### src/rtl/morra_pkg.sv
// Shared types for the Morra game block.
// - state_e   : top-level FSM states
// - outcome_e : per-round outcome codes driven on ROUND
// - game_e    : game result codes driven on GAME
// - CountW    : width of the PLAYED and LEAD counters
package morra_pkg;

  localparam int unsigned CountW = 5;

  typedef enum logic [1:0] {
    StIdle = 2'd0,
    StPlay = 2'd1,
    StDone = 2'd2
  } state_e;

  typedef enum logic [1:0] {
    OutInvalid = 2'b00,
    OutP1Win   = 2'b01,
    OutP2Win   = 2'b10,
    OutDraw    = 2'b11
  } outcome_e;

  typedef enum logic [1:0] {
    GameNone = 2'b00,
    GameP1   = 2'b01,
    GameP2   = 2'b10,
    GameDraw = 2'b11
  } game_e;

endpackage

### src/rtl/morra_game_par_if.sv
// Player/result bundle of the Morra game block.
// - start       : synchronous game start
// - p1, p2      : player moves (extra-round count halves on a start cycle)
// - round       : registered round outcome
// - round_valid : one-cycle pulse when round carries a PLAY result
// - game        : registered game result
// - played      : valid rounds in the current game
// - lead        : signed lead, player 1 positive
// master drives moves and samples results; slave is the game block.
interface morra_game_par_if
  import morra_pkg::*;
#(
  parameter int unsigned MOVE_W = 2
) ();

  logic                     start;
  logic [MOVE_W-1:0]        p1;
  logic [MOVE_W-1:0]        p2;
  logic [1:0]               round;
  logic                     round_valid;
  logic [1:0]               game;
  logic [CountW-1:0]        played;
  logic signed [CountW-1:0] lead;

  modport master (
    output start, p1, p2,
    input  round, round_valid, game, played, lead
  );

  modport slave (
    input  start, p1, p2,
    output round, round_valid, game, played, lead
  );

endinterface

### src/rtl/morra_judge.sv
// Combinational round judge.
// - p1, p2    : moves of this round
// - prev_win  : winner of the last valid round (OutInvalid when none / last was a draw)
// - prev_move : move the last winner won with
// - outcome   : OutInvalid, OutP1Win, OutP2Win or OutDraw
module morra_judge
  import morra_pkg::*;
#(
  parameter int unsigned NUM_MOVES = 3,
  parameter int unsigned MOVE_W    = 2,
  parameter int unsigned NO_REPEAT = 1
) (
  input  logic [MOVE_W-1:0] p1,
  input  logic [MOVE_W-1:0] p2,
  input  outcome_e          prev_win,
  input  logic [MOVE_W-1:0] prev_move,
  output outcome_e          outcome
);

  localparam logic [MOVE_W-1:0] MaxMove = MOVE_W'(NUM_MOVES);
  localparam int                HalfN   = int'((NUM_MOVES - 1) / 2);

  logic out_of_range;
  logic repeat_win;
  int   diff;

  always_comb begin
    out_of_range = (p1 == '0) || (p2 == '0) || (p1 > MaxMove) || (p2 > MaxMove);
    repeat_win   = (NO_REPEAT != 0) &&
                   (((prev_win == OutP1Win) && (p1 == prev_move)) ||
                    ((prev_win == OutP2Win) && (p2 == prev_move)));
    // Both moves lie in 1..NUM_MOVES here, so one +N corrects a negative difference.
    diff = int'(p1) - int'(p2);
    if (diff < 0) diff = diff + int'(NUM_MOVES);

    outcome = OutInvalid;
    if (!out_of_range && !repeat_win) begin
      if (diff == 0)          outcome = OutDraw;
      else if (diff <= HalfN) outcome = OutP1Win;
      else                    outcome = OutP2Win;
    end
  end

endmodule

### src/rtl/morra_game_par.sv
// Morra game controller: FSM, round counters, round target and output registers.
// - clk  : clock, rising edge
// - rst  : asynchronous active-high reset
// - bus  : player/result bundle (slave side)
module morra_game_par
  import morra_pkg::*;
#(
  parameter int unsigned NUM_MOVES  = 3,
  parameter int unsigned MOVE_W     = 2,
  parameter int unsigned MIN_ROUNDS = 4,
  parameter int unsigned MAX_ROUNDS = 31,
  parameter int unsigned ADV_LIMIT  = 2,
  parameter int unsigned NO_REPEAT  = 1
) (
  input logic             clk,
  input logic             rst,
  morra_game_par_if.slave bus
);

  // |lead| can never exceed max(MIN_ROUNDS, ADV_LIMIT): below MIN_ROUNDS it is bounded by
  // the rounds played, afterwards the game stops as soon as it reaches ADV_LIMIT. Keeping
  // both at or under 15 therefore keeps the 5-bit signed lead exact even with MAX_ROUNDS=31.
  if (NUM_MOVES < 3 || NUM_MOVES > 7 || (NUM_MOVES % 2) == 0 ||
      (1 << MOVE_W) <= NUM_MOVES || MAX_ROUNDS > 31 || MIN_ROUNDS > MAX_ROUNDS ||
      MIN_ROUNDS > 15 || ADV_LIMIT > 15) begin : g_bad_params
    $error("morra_game_par: illegal parameter set");
  end

  state_e                   state_q, state_d;
  outcome_e                 round_q, round_d;
  logic                     round_valid_q, round_valid_d;
  game_e                    game_q, game_d;
  logic [CountW-1:0]        played_q, played_d;
  logic signed [CountW-1:0] lead_q, lead_d;
  logic [CountW-1:0]        to_play_q, to_play_d;
  outcome_e                 prev_win_q, prev_win_d;
  logic [MOVE_W-1:0]        prev_move_q, prev_move_d;

  outcome_e                 judged;
  logic [CountW-1:0]        played_n;
  logic signed [CountW-1:0] lead_n;
  int                       lead_mag;
  int unsigned              load_sum;

  morra_judge #(
    .NUM_MOVES (NUM_MOVES),
    .MOVE_W    (MOVE_W),
    .NO_REPEAT (NO_REPEAT)
  ) u_judge (
    .p1        (bus.p1),
    .p2        (bus.p2),
    .prev_win  (prev_win_q),
    .prev_move (prev_move_q),
    .outcome   (judged)
  );

  always_comb begin
    state_d       = state_q;
    round_d       = round_q;
    round_valid_d = 1'b0;
    game_d        = game_q;
    played_d      = played_q;
    lead_d        = lead_q;
    to_play_d     = to_play_q;
    prev_win_d    = prev_win_q;
    prev_move_d   = prev_move_q;

    load_sum = MIN_ROUNDS + 32'({bus.p1, bus.p2});
    played_n = played_q + 5'd1;
    lead_n   = lead_q;
    lead_mag = 0;

    if (bus.start) begin
      state_d     = StPlay;
      round_d     = OutInvalid;
      game_d      = GameNone;
      played_d    = '0;
      lead_d      = '0;
      prev_win_d  = OutInvalid;
      prev_move_d = '0;
      to_play_d   = (load_sum > MAX_ROUNDS) ? 5'(MAX_ROUNDS) : 5'(load_sum);
    end else begin
      case (state_q)
        StPlay: begin
          round_d       = judged;
          round_valid_d = 1'b1;
          if (judged != OutInvalid) begin
            if (judged == OutP1Win)      lead_n = lead_q + 5'sd1;
            else if (judged == OutP2Win) lead_n = lead_q - 5'sd1;
            played_d = played_n;
            lead_d   = lead_n;
            if (judged == OutDraw) begin
              prev_win_d = OutInvalid;
            end else begin
              prev_win_d  = judged;
              prev_move_d = (judged == OutP1Win) ? bus.p1 : bus.p2;
            end
            lead_mag = (lead_n < 0) ? -int'(lead_n) : int'(lead_n);
            if (32'(played_n) >= MIN_ROUNDS &&
                (played_n >= to_play_q || lead_mag >= int'(ADV_LIMIT))) begin
              state_d = StDone;
              game_d  = (lead_n > 0) ? GameP1 : ((lead_n < 0) ? GameP2 : GameDraw);
            end
          end
        end
        default: ; // IDLE and DONE hold everything until START
      endcase
    end
  end

  always_ff @(posedge clk or posedge rst) begin
    if (rst) begin
      state_q       <= StIdle;
      round_q       <= OutInvalid;
      round_valid_q <= 1'b0;
      game_q        <= GameNone;
      played_q      <= '0;
      lead_q        <= '0;
      to_play_q     <= '0;
      prev_win_q    <= OutInvalid;
      prev_move_q   <= '0;
    end else begin
      state_q       <= state_d;
      round_q       <= round_d;
      round_valid_q <= round_valid_d;
      game_q        <= game_d;
      played_q      <= played_d;
      lead_q        <= lead_d;
      to_play_q     <= to_play_d;
      prev_win_q    <= prev_win_d;
      prev_move_q   <= prev_move_d;
    end
  end

  assign bus.round       = round_q;
  assign bus.round_valid = round_valid_q;
  assign bus.game        = game_q;
  assign bus.played      = played_q;
  assign bus.lead        = lead_q;

endmodule

### src/flat_wrapper.sv
// flat-port wrapper written by rule: the top's interface ports become plain ports
module morra_game_par_flat import morra_pkg::*;
#(
  parameter int unsigned NUM_MOVES  = 3,
  parameter int unsigned MOVE_W     = 2,
  parameter int unsigned MIN_ROUNDS = 4,
  parameter int unsigned MAX_ROUNDS = 31,
  parameter int unsigned ADV_LIMIT  = 2,
  parameter int unsigned NO_REPEAT  = 1
)
  (clk, rst, bus_start, bus_p1, bus_p2, bus_round, bus_round_valid, bus_game, bus_played, bus_lead);
  morra_game_par_if #(.MOVE_W(MOVE_W)) bus_i ();
  input logic clk;
  input logic rst;
  input wire logic [$bits(bus_i.start)-1:0] bus_start;
  input wire logic [$bits(bus_i.p1)-1:0] bus_p1;
  input wire logic [$bits(bus_i.p2)-1:0] bus_p2;
  output wire logic [$bits(bus_i.round)-1:0] bus_round;
  output wire logic [$bits(bus_i.round_valid)-1:0] bus_round_valid;
  output wire logic [$bits(bus_i.game)-1:0] bus_game;
  output wire logic [$bits(bus_i.played)-1:0] bus_played;
  output wire logic [$bits(bus_i.lead)-1:0] bus_lead;
  assign bus_i.start = bus_start;
  assign bus_i.p1 = bus_p1;
  assign bus_i.p2 = bus_p2;
  assign bus_round = bus_i.round;
  assign bus_round_valid = bus_i.round_valid;
  assign bus_game = bus_i.game;
  assign bus_played = bus_i.played;
  assign bus_lead = bus_i.lead;
  morra_game_par #(.NUM_MOVES(NUM_MOVES), .MOVE_W(MOVE_W), .MIN_ROUNDS(MIN_ROUNDS), .MAX_ROUNDS(MAX_ROUNDS), .ADV_LIMIT(ADV_LIMIT), .NO_REPEAT(NO_REPEAT)) u_core (.clk(clk), .rst(rst), .bus(bus_i));
endmodule
### config.mk
export PLATFORM = sky130hd
export DESIGN_NAME = morra_game_par_flat
export DESIGN_NICKNAME = d
export VERILOG_FILES = /design/src/rtl/morra_pkg.sv /design/src/rtl/morra_game_par_if.sv /design/src/rtl/morra_judge.sv /design/src/rtl/morra_game_par.sv /design/src/flat_wrapper.sv
export SDC_FILE = /design/constraint.sdc
export NUM_CORES = 1
export LEC_CHECK = 0
export BUFFER_PORTS_ARGS = -buffer_cell sky130_fd_sc_hd__buf_2
export CORE_ASPECT_RATIO = 1.5
export CORE_UTILIZATION = 50
export CTS_CLUSTER_DIAMETER = 30
export DETAILED_ROUTE_END_ITERATION = 10
export PLACE_DENSITY = 0.73
export REMOVE_ABC_BUFFERS = 1
export SYNTH_ARGS = -nofsm -noshare
export SYNTH_HDL_FRONTEND = slang
export SYNTH_SLANG_ARGS = --single-unit
### constraint.sdc
create_clock -name clk -period 2.8 [get_ports clk]
set_clock_uncertainty 0.05 [all_clocks]
set_input_delay 0.28 -clock clk [delete_from_list [all_inputs] [get_ports clk]]
set_output_delay 0.28 -clock clk [all_outputs]
set_load 0.02 [all_outputs]
==> metrics.md <==
| Metric | Value |
|---|---|
| Setup crit start | bus_p1[0] |
| Vias | 1933 |
| Pint | 1.192 mW |
| FMAX | 294.9 MHz |
| Worst r2r src | u_core.bus.lead[0]$_DFFE_PP0P_ |
| Final Hold Vio Count | 0 |
| Yosys cell types | 58 |
| # diodes | 0 |
| WL per Instance | 16.35 um |
| Crit path depth | 16 |
| Syn Std Cell Area | 1954 sq um |
| Initial DRC count | 30 |
| Seq cells post-synth | 26 |
| Placed Cells | 310 |
| Cell depth of the worst flop-to-flop path | 13 |
| Finished Cell Area | 2780 sq um |
| Skew-Pair Late Insertion Delay | 0.27 ns |
| Die area | 4168 sq um |
| Vias/cell | 5.858 |
| Largest cells by area after synthesis | dfrtp_1, ha_1, nor2_1 |
| CTS sink cnt | 26 |
| Final setup viols | 5 |
| CP Data Required Time | 2.91 ns |
| Worst setup endpoint | u_core.bus.game[1]$_DFFE_PP0P_ |
| Max Cap Viol | 0 |
| Non-Filler Instances | 330 |
| Net Sw Power | 0.8295 mW |
| Max-slew headroom | 34.95% |
| Most common cell in the netlist | dfrtp_1 |
| Largest net degree at the start of global routing | 29 |
| GRT overflow | 0 |
| Root Driver | clkbuf_8 |
| Clk pin slew, worst setup/hold paths | 0.09 ns |
| Yosys warning count | 0 |
| RSZ-0062 raised after global routing | yes |
| Die X | 53.05 um |
| Crit-path cells | buf_8 -> inv_4 -> ha_4 -> inv_2 -> fa_1 -> inv_2 -> ha_4 -> nand2b_4 -> buf_6 -> o21ai_4 -> or4b_4 -> a21oi_4 -> xor2_4 -> o311a_4 -> or3_1 -> o311a_1 |
| Buf/Inv on CP | 5 |
| Post-synth top area share | 33.29% |
| CTS Hold Buffers Added | 0 |
| Row Count | 27 |
| GPL Wtd Cong | 0.8608 |
| Power share of the clock group | 12.2% |
| Routed Antenna Nets | 0 |
| Max FO, Critical Path | 6 |
| Setup crit start kind | input port |
| Crit path arrival time | 3.50 ns |
| Violated checks | negative setup slack |
| Worst path max stage delay | 0.52 ns |
| Combinational share of power | 63.4% |
| Yosys top cell by area | dfrtp_1 |
| Core Area | 3716 sq um |
| EDFF count, synth | 0 |
| Status | complete, but fails checks |
| Critical path class | in -> reg |
| Leakage | 1.367 nW |
| Commonest cells post-synth | dfrtp_1, nor2_1, nand2_1 |
| Asr flop ratio synth | 100.0% |
| Residual DRC | 0 |
| First-pass GRT wire length | 8.411 mm |
| Average size of a mapped cell | 9.133 sq um |
| Period utilization | 121.1% |
| Slew Limit Fails | 0 |
| Worst slew pin tran | 0.9747 ns |
| R2r endpoint | u_core.bus.game[1]$_DFFE_PP0P_ |
| Flop-to-flop setup slack | -0.09 ns |
| CTS tree | done |
| Vias in the first global route | 1884 |
| Post-placement cell area | 2351 sq um |
| Ys flop type | dfrtp_1 |
| Slowest cell on crit path | fa_1 |
| First-pass iteration count of the detailed router | 4 |
| Antenna violations before repair | 0 |
| Syn-to-layout area delta | 42.25% |
| Worst setup EP type | flip-flop |
| Total Routing Usage GR | 26.70% |
| TritonCTS Buffers | 3 |
| Minimum clock period | 3.391 ns |
| Final setup margin | -0.5907 ns |
| I/O pin count | 22 |
| DPL Wire Length | 3.456 mm |
| Share of layout cells above drive strength 1 | 44.60% |
| Final WL | 5.394 mm |
| Gate count of the mapped netlist | 214 |
| Sw Share | 41.04% |
| Number of port buffers | 21 |
| Total power draw | 2.021 mW |
| Initial Utilization | 52.59% |
| CTS HTree Levels | 1 |
| Hold/Removal Path Class | in -> async |
| Final-stage net count | 310 |
| Sequential share of power | 24.4% |
| Clk buf depth | 2 |
| Die height | 78.57 um |
| Worst IR Drop VDD | 0.0004552 V |
| Cell family with most CP delay | simple AND/OR/NAND/NOR gates |
| Pwr Density | 727.0 nW/um^2 |
| Register area share after synthesis | 33.29% |
[layout by cell type (no fill, tap or decap), drive strengths merged, types with 2 or more instances in the layout]
cell type and instances:
buf 77, dfrtp 26, nor2 24, nand2 19, a21oi 15, ha 14
inv 14, o21ai 10, xnor2 9, xor2 9, nand3 6, nor3 6
or3 5, a21o 5, clkbuf 4, nand2b 4, mux2i 3, a31oi 3
and2 3, nor2b 2, a211o 2, a211oi 2, a311oi 2, o2111ai 2
and4bb 2, o311a 2
[how the worst min path moves through the flow]
stage,start,to,slack (ns),cells after the start
3_3_place_gp,u_core.bus.game[0]$_DFFE_PP0P_,u_core.bus.game[0]$_DFFE_PP0P_,0.44,1
5_1_grt,bus_p1[0],u_core.to_play_q[2]$_DFFE_PP0P_,0.26,3
6_report,rst,u_core.bus.played[0]$_DFFE_PP0P_,0.16,2
2_1_floorplan,rst,u_core.bus.game[0]$_DFFE_PP0P_,0.27,1
3_5_place_dp,u_core.bus.game[0]$_DFFE_PP0P_,u_core.bus.game[0]$_DFFE_PP0P_,0.45,1
4_1_cts,rst,u_core.bus.played[0]$_DFFE_PP0P_,0.22,2
[metal layers]
metal / GRT usage (%) / share of wire (%) / vias to the layer above
met3: 1.163 / 3.0 / 22
met2: 50.13 / 55 / 64
met5: 0 / 0 / -
met1: 28.36 / 38 / 950
met4: 13.68 / 3.9 / 0
li1: - / - / 897
[registers in the layout, indices dropped and copies added, names as in the netlist, 2 cells and up]
name	cells
u_core.bus.game	2
u_core.to_play_q	5
u_core.state_q	2
u_core.bus.played	5
u_core.prev_win_q	2
u_core.bus.lead	5
u_core.prev_move_q	2
u_core.bus.round	2
[cell families (layout without fill, tap and decap cells)]
family          after synthesis  count (layout)  share of synthesized area (%)
compound gates               49              49                          18.25
xor+xnor                     18              18                          8.067
fa+ha+maj                    15              15                          9.987
buf+inv                      22              95                          5.889
flops                        26              26                          33.29
mux                           4               4                          2.113
simple gates                 80              80                          22.41
[metrics by stage]
stage | util, % | TNS [ns] | worst slack [ns] | hold WS [ns]
3_5_place_dp | 63.27 | -4.216 | -0.9112 | 0.4469
3_3_place_gp | 63.27 | -3.670 | -0.8869 | 0.4416
6_report | 74.81 | -2.515 | -0.5907 | 0.1646
2_1_floorplan | - | -3.462 | -0.9255 | 0.2700
4_1_cts | 70.27 | -1.979 | -0.5208 | 0.2152
5_1_grt | 74.81 | -3.028 | -0.6985 | 0.2612
[power groups by stage]
stage          Clock, mW  Sequential [mW]  Combinational, mW
3_3_place_gp           0            0.490              0.896
6_report           0.247            0.493               1.28
5_1_grt            0.264            0.503               1.38
3_5_place_dp           0            0.493              0.916
2_1_floorplan          0            0.544              0.495
4_1_cts            0.249            0.486               1.06
[what timing repair did]
action | CTS | global route
endpoints found under the setup margin | 5 | 6
setup buffers | 13 | 4
pin swaps | 13 | 19
gates resized for setup | 22 | 26
[cell type report]
cell class	instances	area, sq um
Fill cell	253	935.9
Timing Repair Buffer	77	550.5
Clock buffer	4	55.05
Inverter	14	55.05
Sequential cell	26	650.6
Multi-Input combinational cell	166	1415
Tap cell	43	53.80
Power figures use the tool's default switching activity.
